### config.mk
export PLATFORM = sky130hd
export DESIGN_NAME = count_schedule_ctrl
export DESIGN_NICKNAME = d
export VERILOG_FILES = /design/src/rtl/count_sched_pkg.sv /design/src/rtl/limit_counter.sv /design/src/rtl/count_schedule_ctrl.sv
export SDC_FILE = /design/constraint.sdc
export NUM_CORES = 1
export LEC_CHECK = 0
export ABC_CLOCK_PERIOD_IN_PS = 4700
export BUFFER_PORTS_ARGS = -buffer_cell sky130_fd_sc_hd__buf_2
export CORE_ASPECT_RATIO = 1.75
export CORE_MARGIN = 2
export CORE_UTILIZATION = 44
export CTS_BUF_LIST = sky130_fd_sc_hd__clkbuf_8
export DETAILED_ROUTE_END_ITERATION = 10
export PLACE_DENSITY = 0.68
export RECOVER_POWER = 50
export SYNTH_ARGS = -nofsm -noshare
export SYNTH_HDL_FRONTEND = slang
export SYNTH_SLANG_ARGS = --single-unit
### constraint.sdc
create_clock -name clk -period 4.7 [get_ports clk]
set_clock_uncertainty 0.1 [all_clocks]
set_input_delay 0.235 -clock clk [delete_from_list [all_inputs] [get_ports clk]]
set_output_delay 0.235 -clock clk [all_outputs]
set_load 0.1 [all_outputs]
### src/rtl/count_sched_pkg.sv
// Shared types for the shrinking-limit count scheduler.
// State encoding, default width and the latched config bundle.
package count_sched_pkg;

  localparam int CS_WIDTH = 4;

  typedef enum logic [1:0] {
    S_IDLE = 2'd0,
    S_RUN  = 2'd1,
    S_STEP = 2'd2,
    S_DONE = 2'd3
  } state_e;

  typedef struct packed {
    logic [CS_WIDTH-1:0] start_lim;
    logic [CS_WIDTH-1:0] step;
    logic [CS_WIDTH-1:0] floor;
    logic                loop;
  } cfg_t;

endpackage

### src/rtl/limit_counter.sv
// Round counter: counts 0..limit, flags the last count and
// restarts from zero on its own at the end of a round.
module limit_counter #(
  parameter int WIDTH = 4
) (
  input  logic             clk,
  input  logic             rst,
  input  logic             clear,
  input  logic             enable,
  input  logic [WIDTH-1:0] limit,
  output logic [WIDTH-1:0] count,
  output logic             at_limit
);

  logic [WIDTH-1:0] r_count;

  assign count    = r_count;
  assign at_limit = (r_count == limit);

  always_ff @(posedge clk or negedge rst) begin
    if (!rst) begin
      r_count <= '0;
    end else if (clear) begin
      r_count <= '0;
    end else if (enable) begin
      r_count <= at_limit ? '0 : r_count + WIDTH'(1);
    end
  end

endmodule

### src/rtl/count_schedule_ctrl.sv
// Schedule controller: latches config on start, walks the limit
// down by step each round and finishes or reloads past the floor.
module count_schedule_ctrl
  import count_sched_pkg::*;
#(
  parameter int WIDTH = CS_WIDTH
) (
  input  logic             clk,
  input  logic             rst,
  input  logic             start,
  input  logic             abort,
  input  logic [WIDTH-1:0] cfg_start_lim,
  input  logic [WIDTH-1:0] cfg_step,
  input  logic [WIDTH-1:0] cfg_floor,
  input  logic             cfg_loop,
  output logic [WIDTH-1:0] count,
  output logic [WIDTH-1:0] cur_lim,
  output logic             busy,
  output logic             round_done,
  output logic             wrap,
  output logic             done,
  output logic             cfg_err
);

  state_e           r_state;
  state_e           w_state_nxt;
  cfg_t             r_cfg;
  logic [WIDTH-1:0] r_cur_lim;
  logic [WIDTH-1:0] w_lim_nxt;
  logic             r_cfg_err;
  logic             w_err;
  logic             w_load;
  logic             w_clear;
  logic             w_enable;
  logic             w_at_lim;
  logic             w_wrap;
  logic             w_done;
  logic             w_cfg_bad;
  logic             w_under;
  logic [WIDTH:0]   w_sub;

  assign w_cfg_bad = (cfg_step == '0) || (cfg_start_lim == '0)
                  || (cfg_floor > cfg_start_lim);

  // Extra bit catches underflow of cur_lim - step.
  assign w_sub   = {1'b0, r_cur_lim} - {1'b0, r_cfg.step};
  assign w_under = w_sub[WIDTH] || (w_sub[WIDTH-1:0] < r_cfg.floor);

  assign w_enable = (r_state == S_RUN) && !abort;

  limit_counter #(.WIDTH(WIDTH)) u_cnt (
    .clk      (clk),
    .rst      (rst),
    .clear    (w_clear),
    .enable   (w_enable),
    .limit    (r_cur_lim),
    .count    (count),
    .at_limit (w_at_lim)
  );

  always_ff @(posedge clk or negedge rst) begin
    if (!rst) begin
      r_state   <= S_IDLE;
      r_cur_lim <= '0;
      r_cfg     <= '0;
      r_cfg_err <= 1'b0;
    end else begin
      r_state   <= w_state_nxt;
      r_cur_lim <= w_lim_nxt;
      r_cfg_err <= w_err;
      if (w_load) begin
        r_cfg.start_lim <= cfg_start_lim;
        r_cfg.step      <= cfg_step;
        r_cfg.floor     <= cfg_floor;
        r_cfg.loop      <= cfg_loop;
      end
    end
  end

  always_comb begin
    w_state_nxt = r_state;
    w_lim_nxt   = r_cur_lim;
    w_clear     = 1'b0;
    w_load      = 1'b0;
    w_err       = 1'b0;
    w_wrap      = 1'b0;
    w_done      = 1'b0;
    unique case (r_state)
      S_IDLE: begin
        if (start) begin
          if (w_cfg_bad) begin
            w_err = 1'b1;
          end else begin
            w_load      = 1'b1;
            w_clear     = 1'b1;
            w_lim_nxt   = cfg_start_lim;
            w_state_nxt = S_RUN;
          end
        end
      end
      S_RUN: begin
        if (abort) begin
          w_clear     = 1'b1;
          w_state_nxt = S_IDLE;
        end else if (w_at_lim) begin
          w_state_nxt = S_STEP;
        end
      end
      S_STEP: begin
        if (abort) begin
          w_clear     = 1'b1;
          w_state_nxt = S_IDLE;
        end else if (!w_under) begin
          w_lim_nxt   = w_sub[WIDTH-1:0];
          w_state_nxt = S_RUN;
        end else if (r_cfg.loop) begin
          w_lim_nxt   = r_cfg.start_lim;
          w_wrap      = 1'b1;
          w_state_nxt = S_RUN;
        end else begin
          w_state_nxt = S_DONE;
        end
      end
      S_DONE: begin
        w_clear     = abort;
        w_done      = !abort;
        w_state_nxt = S_IDLE;
      end
      default: w_state_nxt = S_IDLE;
    endcase
  end

  assign cur_lim    = r_cur_lim;
  assign busy       = (r_state != S_IDLE);
  assign round_done = (r_state == S_RUN) && w_at_lim && !abort;
  assign wrap       = w_wrap;
  assign done       = w_done;
  assign cfg_err    = r_cfg_err;

endmodule

==> impl_metrics.ini, run 1 <==
[detailed_routing]
avgRoutedWirePerCell_um = 15.96
firstDrtPassIters = 4
viasPerCell = 5.566
dr_total_vias = 1230
drt_iter0_drc = 26
drc = 0
routed_wl_um = 3528
ant_nets = 0

[worst_hold_path]
hold-path-endpoint = r_cfg[8]
min_path_cells = 2
hold_start = cfg_step[3]
worstHoldPathType = primary input to flop

[sta]
relSlewSlack = 0.1122
fin_crit_sh = 0.7289
whs_ns = 0.09735
hold_violations = 0
fin_ws_ns = 1.274
min_period_ns = 3.426
tightest_slew_ns = 1.332
rsz0062_at_grt = no
setup_viol = 0
fmax_mhz = 291.9
drv_slew = 0
final.setup.tns_ns = 0

[yosys]
syn_nets = 174
synth_warnings = 0
syn_area_per_cell_um2 = 10.66
synthArstFlopShare = 1.000
synth_ff_type = dfrtp_1
ys_seq_elements = 24
ys_types = 48
synth_area_um2 = 1535
netlist_instances = 144
yosysSeqAreaShare = 0.3912
synth_edf_count = 0

[placed_design]
dp_hpwl_um = 2855
place_congestion = 0.7912
dpl_cell_area_um2 = 1735
dp_slack_ns = 1.599
port-buffer-count = 29

[cts]
cts_tree = built
cts_root_buf = clkbuf_8
htreeDepth = 1
post-cts-setup-buffers = 0
clk_latency_ns = 0.27
clock-sinks = 24
clkTransAtPathRegs_ns = 0.09
clockBufferDepth = 2
numCtsBuffers = 3

[finish]
fin_area_um2 = 1792
n_antenna_cell = 0
nets = 207
layout-drive-gt1-share = 0.2102
area_growth_pct = 16.71
nFillCells = 350

[setup_path]
slowest_stage = buf_2
crit_path_start_kind = flop
path_buf_inv = 1
crit_path_frequent_cell = ha_1
rr_startpoint = cur_lim[0]
r2r_cells = 11
path_class = flop to output pin
critPathMaxFanout = 4
r2r_setup_slack_ns = 1.60
cp.arrival_ns = 3.09
slowest_delay_ns = 0.44
critical_path.cell_chain = ha_1 -> a21o_1 -> a31oi_1 -> xnor2_1 -> ha_1 -> a21oi_1 -> o21a_1 -> o21ai_1 -> nor3b_2 -> buf_2
setup.worst_path.end_class = output pin
r2r_end = cur_lim[3]
worstPathRequired_ns = 4.37
critPathTopFamily = compound AO/OA/AOI/OAI gates

[floorplanning]
die-height_um = 82.14
initial_core_util = 0.4565
io_pins = 30
core_um2 = 3363
row_count = 28
design.die.area_um2 = 3996
fp.dieW_um = 48.65

[global_route]
grt_max_degree = 25
grt_overflow_total = 0
grt_pass1_wl_um = 6065
first_global_vias = 1343
grt_antenna_before_repair = 0
grt_use_total = 0.1946

[run_status]
status = finished, final reports clean

[job]
drv_cap = 0
## state kept, by name, indices dropped and copies added (netlist names)
register,flops
r_state,2
r_cfg,13
u_cnt.count,4
cfg_err,1
cur_lim,4
## cells by family (layout without fill, tap and decap cells)
| kind of cell | count (synthesis) | in the layout | share of synthesized area |
|---|---|---|---|
| and+or+nand+nor | 39 | 39 | 0.1540 |
| buffers and inverters | 17 | 49 | 0.04482 |
| muxes | 17 | 17 | 0.1222 |
| xor gates and xnor gates | 6 | 6 | 0.03423 |
| DFF | 24 | 24 | 0.3912 |
| adders and majority gates | 13 | 13 | 0.1108 |
| AOI/OAI and AO/OA | 28 | 28 | 0.1426 |
## per-layer routing
metal | vias up | global-route usage | share of wire | routed length, um
met2 | 31 | 0.3808 | 0.55 | 1957
met5 | - | 0 | 0 | 0
met4 | 0 | 0.1114 | 0.042 | 148
li1 | 585 | - | - | -
met1 | 602 | 0.2030 | 0.37 | 1316
met3 | 12 | 0.01439 | 0.030 | 106
## layout by cell type, fill, tap and decap left out, types with 2 or more instances in the layout
cell type   n
o211ai_1    2
xor2_1      5
nand4_1     2
buf_2      22
nor2b_1     3
nor2_2      2
and3b_1     2
o21ai_1     4
clkbuf_8    4
nand2_1     7
nand3_1     3
inv_1      15
a21oi_1     6
dfrtp_1    24
mux2i_1     3
ha_1       12
nor4_1      2
mux2_1     13
clkbuf_1    7
nor2_1      6
o221ai_1    3
## worst max-delay path by stage
stage            endpoint       start  slack, ns  cells past startpoint
6_report             wrap  cur_lim[2]       1.27                     10
4_1_cts              wrap  cur_lim[2]       1.28                     10
3_5_place_dp         wrap  cur_lim[2]       1.60                     10
3_3_place_gp   cur_lim[3]  cur_lim[0]       1.67                     11
2_1_floorplan        wrap  cur_lim[2]       0.57                      9
5_1_grt              wrap  cur_lim[2]       1.15                     10
## timing repair
| action | 4_1_cts | 5_1_grt |
|---|---|---|
| hold buffers | 1 | 0 |
| gates resized for setup | 0 | 0 |
| endpoints found under the hold margin | 24 | 0 |
## cell usage after synthesis (all sizes together) (2+ instances only)
cell     n  area, um2
a21oi    7      38.79
and3b    2      17.52
buf      2      12.51
dfrtp   24      600.6
ha      12      150.1
inv     15      56.30
mux2    14      157.6
mux2i    3      30.03
nand2    7      26.28
nand2b   2      15.02
nand3    3      15.01
nand4    2      12.51
nor2     8      35.03
nor2b    3      18.77
nor4     3      25.02
o211ai   2      15.01
o21ai    5      25.02
o221ai   3      26.28
xor2     5      43.79
## area by class of cell
class	count	area, um2	share of cell area
Sequential cell	24	600.6	0.3352
Timing Repair Buffer	30	146.4	0.08170
Tap cell	45	56.30	0.03142
Inverter	15	56.30	0.03142
Clock buffer	4	55.05	0.03073
Multi-Input combinational cell	103	877.1	0.4895
## metrics by stage
stage            util  cells
5_1_grt        0.5327    221
2_1_floorplan       -    144
3_5_place_dp   0.5160    216
4_1_cts        0.5353    221
6_report       0.5327    221
3_3_place_gp   0.5160    216
Power of run 1 is not shown: default switching activity piles up to over one toggle a cycle in this logic, so the estimate is an artifact.
==> run 2, diff against run 1 <==
- ABC_AREA: default -> 1
- ABC_CLOCK_PERIOD_IN_PS: 4700 -> 3300
- clock period: 4.7 -> 3.3 ns (I/O delays scaled with it)
==> run 2 against run 1 <==
  * Sequential cell count stayed put
  * Synthesized cell count is 51% higher
  * Critical path depth is 5 higher
  * Die area is 5.6% higher
  * Non-clock buffer count stayed put
  * Final area is 4.0% higher
  * First-iteration DRC count stayed put
  * Critical path type unchanged
  * Critical endpoint unchanged
==> impl_metrics.ini, run 2 <==
[finish]
nets = 279
layout_commonest_cell = nand2_1
layout-drive-gt1-share = 0.1741
regMostFlops = r_cfg
n_antenna_cell = 0
largest_reg_flops = 13
fin_area_um2 = 1863
area_growth_pct = 14.45
final_util = 0.5186
layout_common_cells = 68 x nand2_1, 35 x inv_1, 24 x dfrtp_1

[floorplanning]
io_pins = 30
die-height_um = 84.46
initial_core_util = 0.4532
fp.dieW_um = 49.98
core_um2 = 3592
row_count = 29
design.die.area_um2 = 4221

[global_route]
grt_overflow_total = 0
grt_antenna_before_repair = 0
first_global_vias = 1344
grt_max_degree = 31
grt_pass1_wl_um = 5713
grt_use_total = 0.1748

[yosys]
synth_top_area_frac = 0.3689
synth_warnings = 0
syn_area_per_cell_um2 = 7.501
synth_most_common_cell = nand2_1
syn_nets = 247
yosysTopAreaCell = dfrtp_1
yosysSeqAreaShare = 0.3689
synth_ff_type = dfrtp_1
synth_common_cells = 68 x nand2_1, 35 x inv_1, 24 x dfrtp_1
synth_area_um2 = 1628
synth.area.top_cells = dfrtp_1 37%, nand2_1 16%, ha_1 9.2%
ys_types = 27
ys_seq_elements = 24
synth_edf_count = 0
synthArstFlopShare = 1.000
netlist_instances = 217

[detailed_routing]
firstDrtPassIters = 4
drc = 0
viasPerCell = 4.720
routed_wl_um = 3130
drt_iter0_drc = 26
dr_total_vias = 1383
avgRoutedWirePerCell_um = 10.68
ant_nets = 0

[cts]
cts_tree = built
clock-sinks = 24
clockBufferDepth = 2
clkTransAtPathRegs_ns = 0.08
numCtsBuffers = 3
cts_root_buf = clkbuf_8
clk_latency_ns = 0.26
htreeDepth = 1

[setup_path]
critPathMaxFanout = 7
setup.worst_path.end_class = output pin
path_class = flop to output pin
worstPathRequired_ns = 3.03
rr_startpoint = cur_lim[0]
cp.arrival_ns = 2.79
crit_path_start_kind = flop
crit_start = cur_lim[0]

[sta]
final.setup.tns_ns = 0
min_period_ns = 3.055
whs_ns = 0.03544
relSlewSlack = 0.1319
fmax_mhz = 327.4
rsz0062_at_grt = no
hold_violations = 0
tightest_slew_ns = 1.302
drv_slew = 0
fin_crit_sh = 0.9257
setup_viol = 0

[placed_design]
dpl_cell_area_um2 = 1818
place_congestion = 0.7823
port-buffer-count = 29
dp_hpwl_um = 2592

[worst_hold_path]
worstHoldPathType = primary input to flop
hold_start = cfg_loop

[job]
drv_cap = 0

[run_status]
status = finished, final reports clean
run 2: cell count changes in the layout (fill, tap and decap cells not counted), moves of 4 or more:
cell	previous run	this run
mux2_1	13	0
nand2_1	7	68
nand4_1	2	7
nor2_4	0	4
inv_1	15	35
nand3_1	3	15
inv_2	0	5
o21ai_0	1	7
run 2: logic make-up (layout without fill, tap and decap cells):
logic type,count (synthesis),count (layout),synth area share
xor+xnor,7,7,0.03766
buf+inv,44,74,0.1084
simple gates,111,111,0.3236
compound gates,18,18,0.05688
flops,24,24,0.3689
fa+ha+maj,13,13,0.1045
run 2: worst max-delay path, cell delays in order (launching register included):
cell and delay [ns]:
dfrtp_1 0.42, inv_1 0.07, ha_1 0.14, inv_1 0.05
fa_1 0.39, xnor2_1 0.22, inv_1 0.07, ha_1 0.27
nand2_1 0.06, inv_1 0.03, nand2_1 0.05, nand2_1 0.13
nand2_4 0.13, nand2_1 0.09, nor2_4 0.07, clkbuf_4 0.32
run 2: timing repair:
item | in CTS | in global routing
setup endpoints to repair | 0 | 1
endpoints found under the hold margin | 24 | 0
resized for setup | 0 | 1
setup buffers | 0 | 0
hold buffers | 1 | 0
run 2: per-layer routing:
metal | track usage | vias to the layer above | part of all wire
met5 | 0 | - | 0
met4 | 0.06818 | 0 | 0.019
li1 | - | 738 | -
met1 | 0.1991 | 620 | 0.41
met2 | 0.3218 | 20 | 0.55
met3 | 0.01779 | 5 | 0.025
run 2: stage by stage:
step / std cells / setup WS (ns)
floorplan: 217 / 0.06403
global placement: 289 / 0.4765
detailed placement: 289 / 0.4345
CTS: 293 / 0.1353
global route: 293 / 0.008618
finish: 293 / 0.2453
run 2: cell type report:
cell class	count	area, um2
clock buffers	3	41.29
repair buffers	30	151.4
fillers	381	1729
inverters	41	156.4
multi-input cells	149	855.8
well taps	46	57.56
flip-flops and latches	24	600.6
run 2: final timing paths:
check | end | slack (ns) | depth (start not counted)
hold / removal | r_cfg[0] | 0.04 | 3
setup reg to reg | cur_lim[3] | 0.71 | 17
max in group asynchronous | cur_lim[2] | 1.72 | 2
setup / recovery | wrap | 0.25 | 15
min in group asynchronous | u_cnt.count[0] | 0.61 | 2
hold reg to reg | r_cfg[12] | 0.39 | 2
Power of run 2 is left out for the same reason.
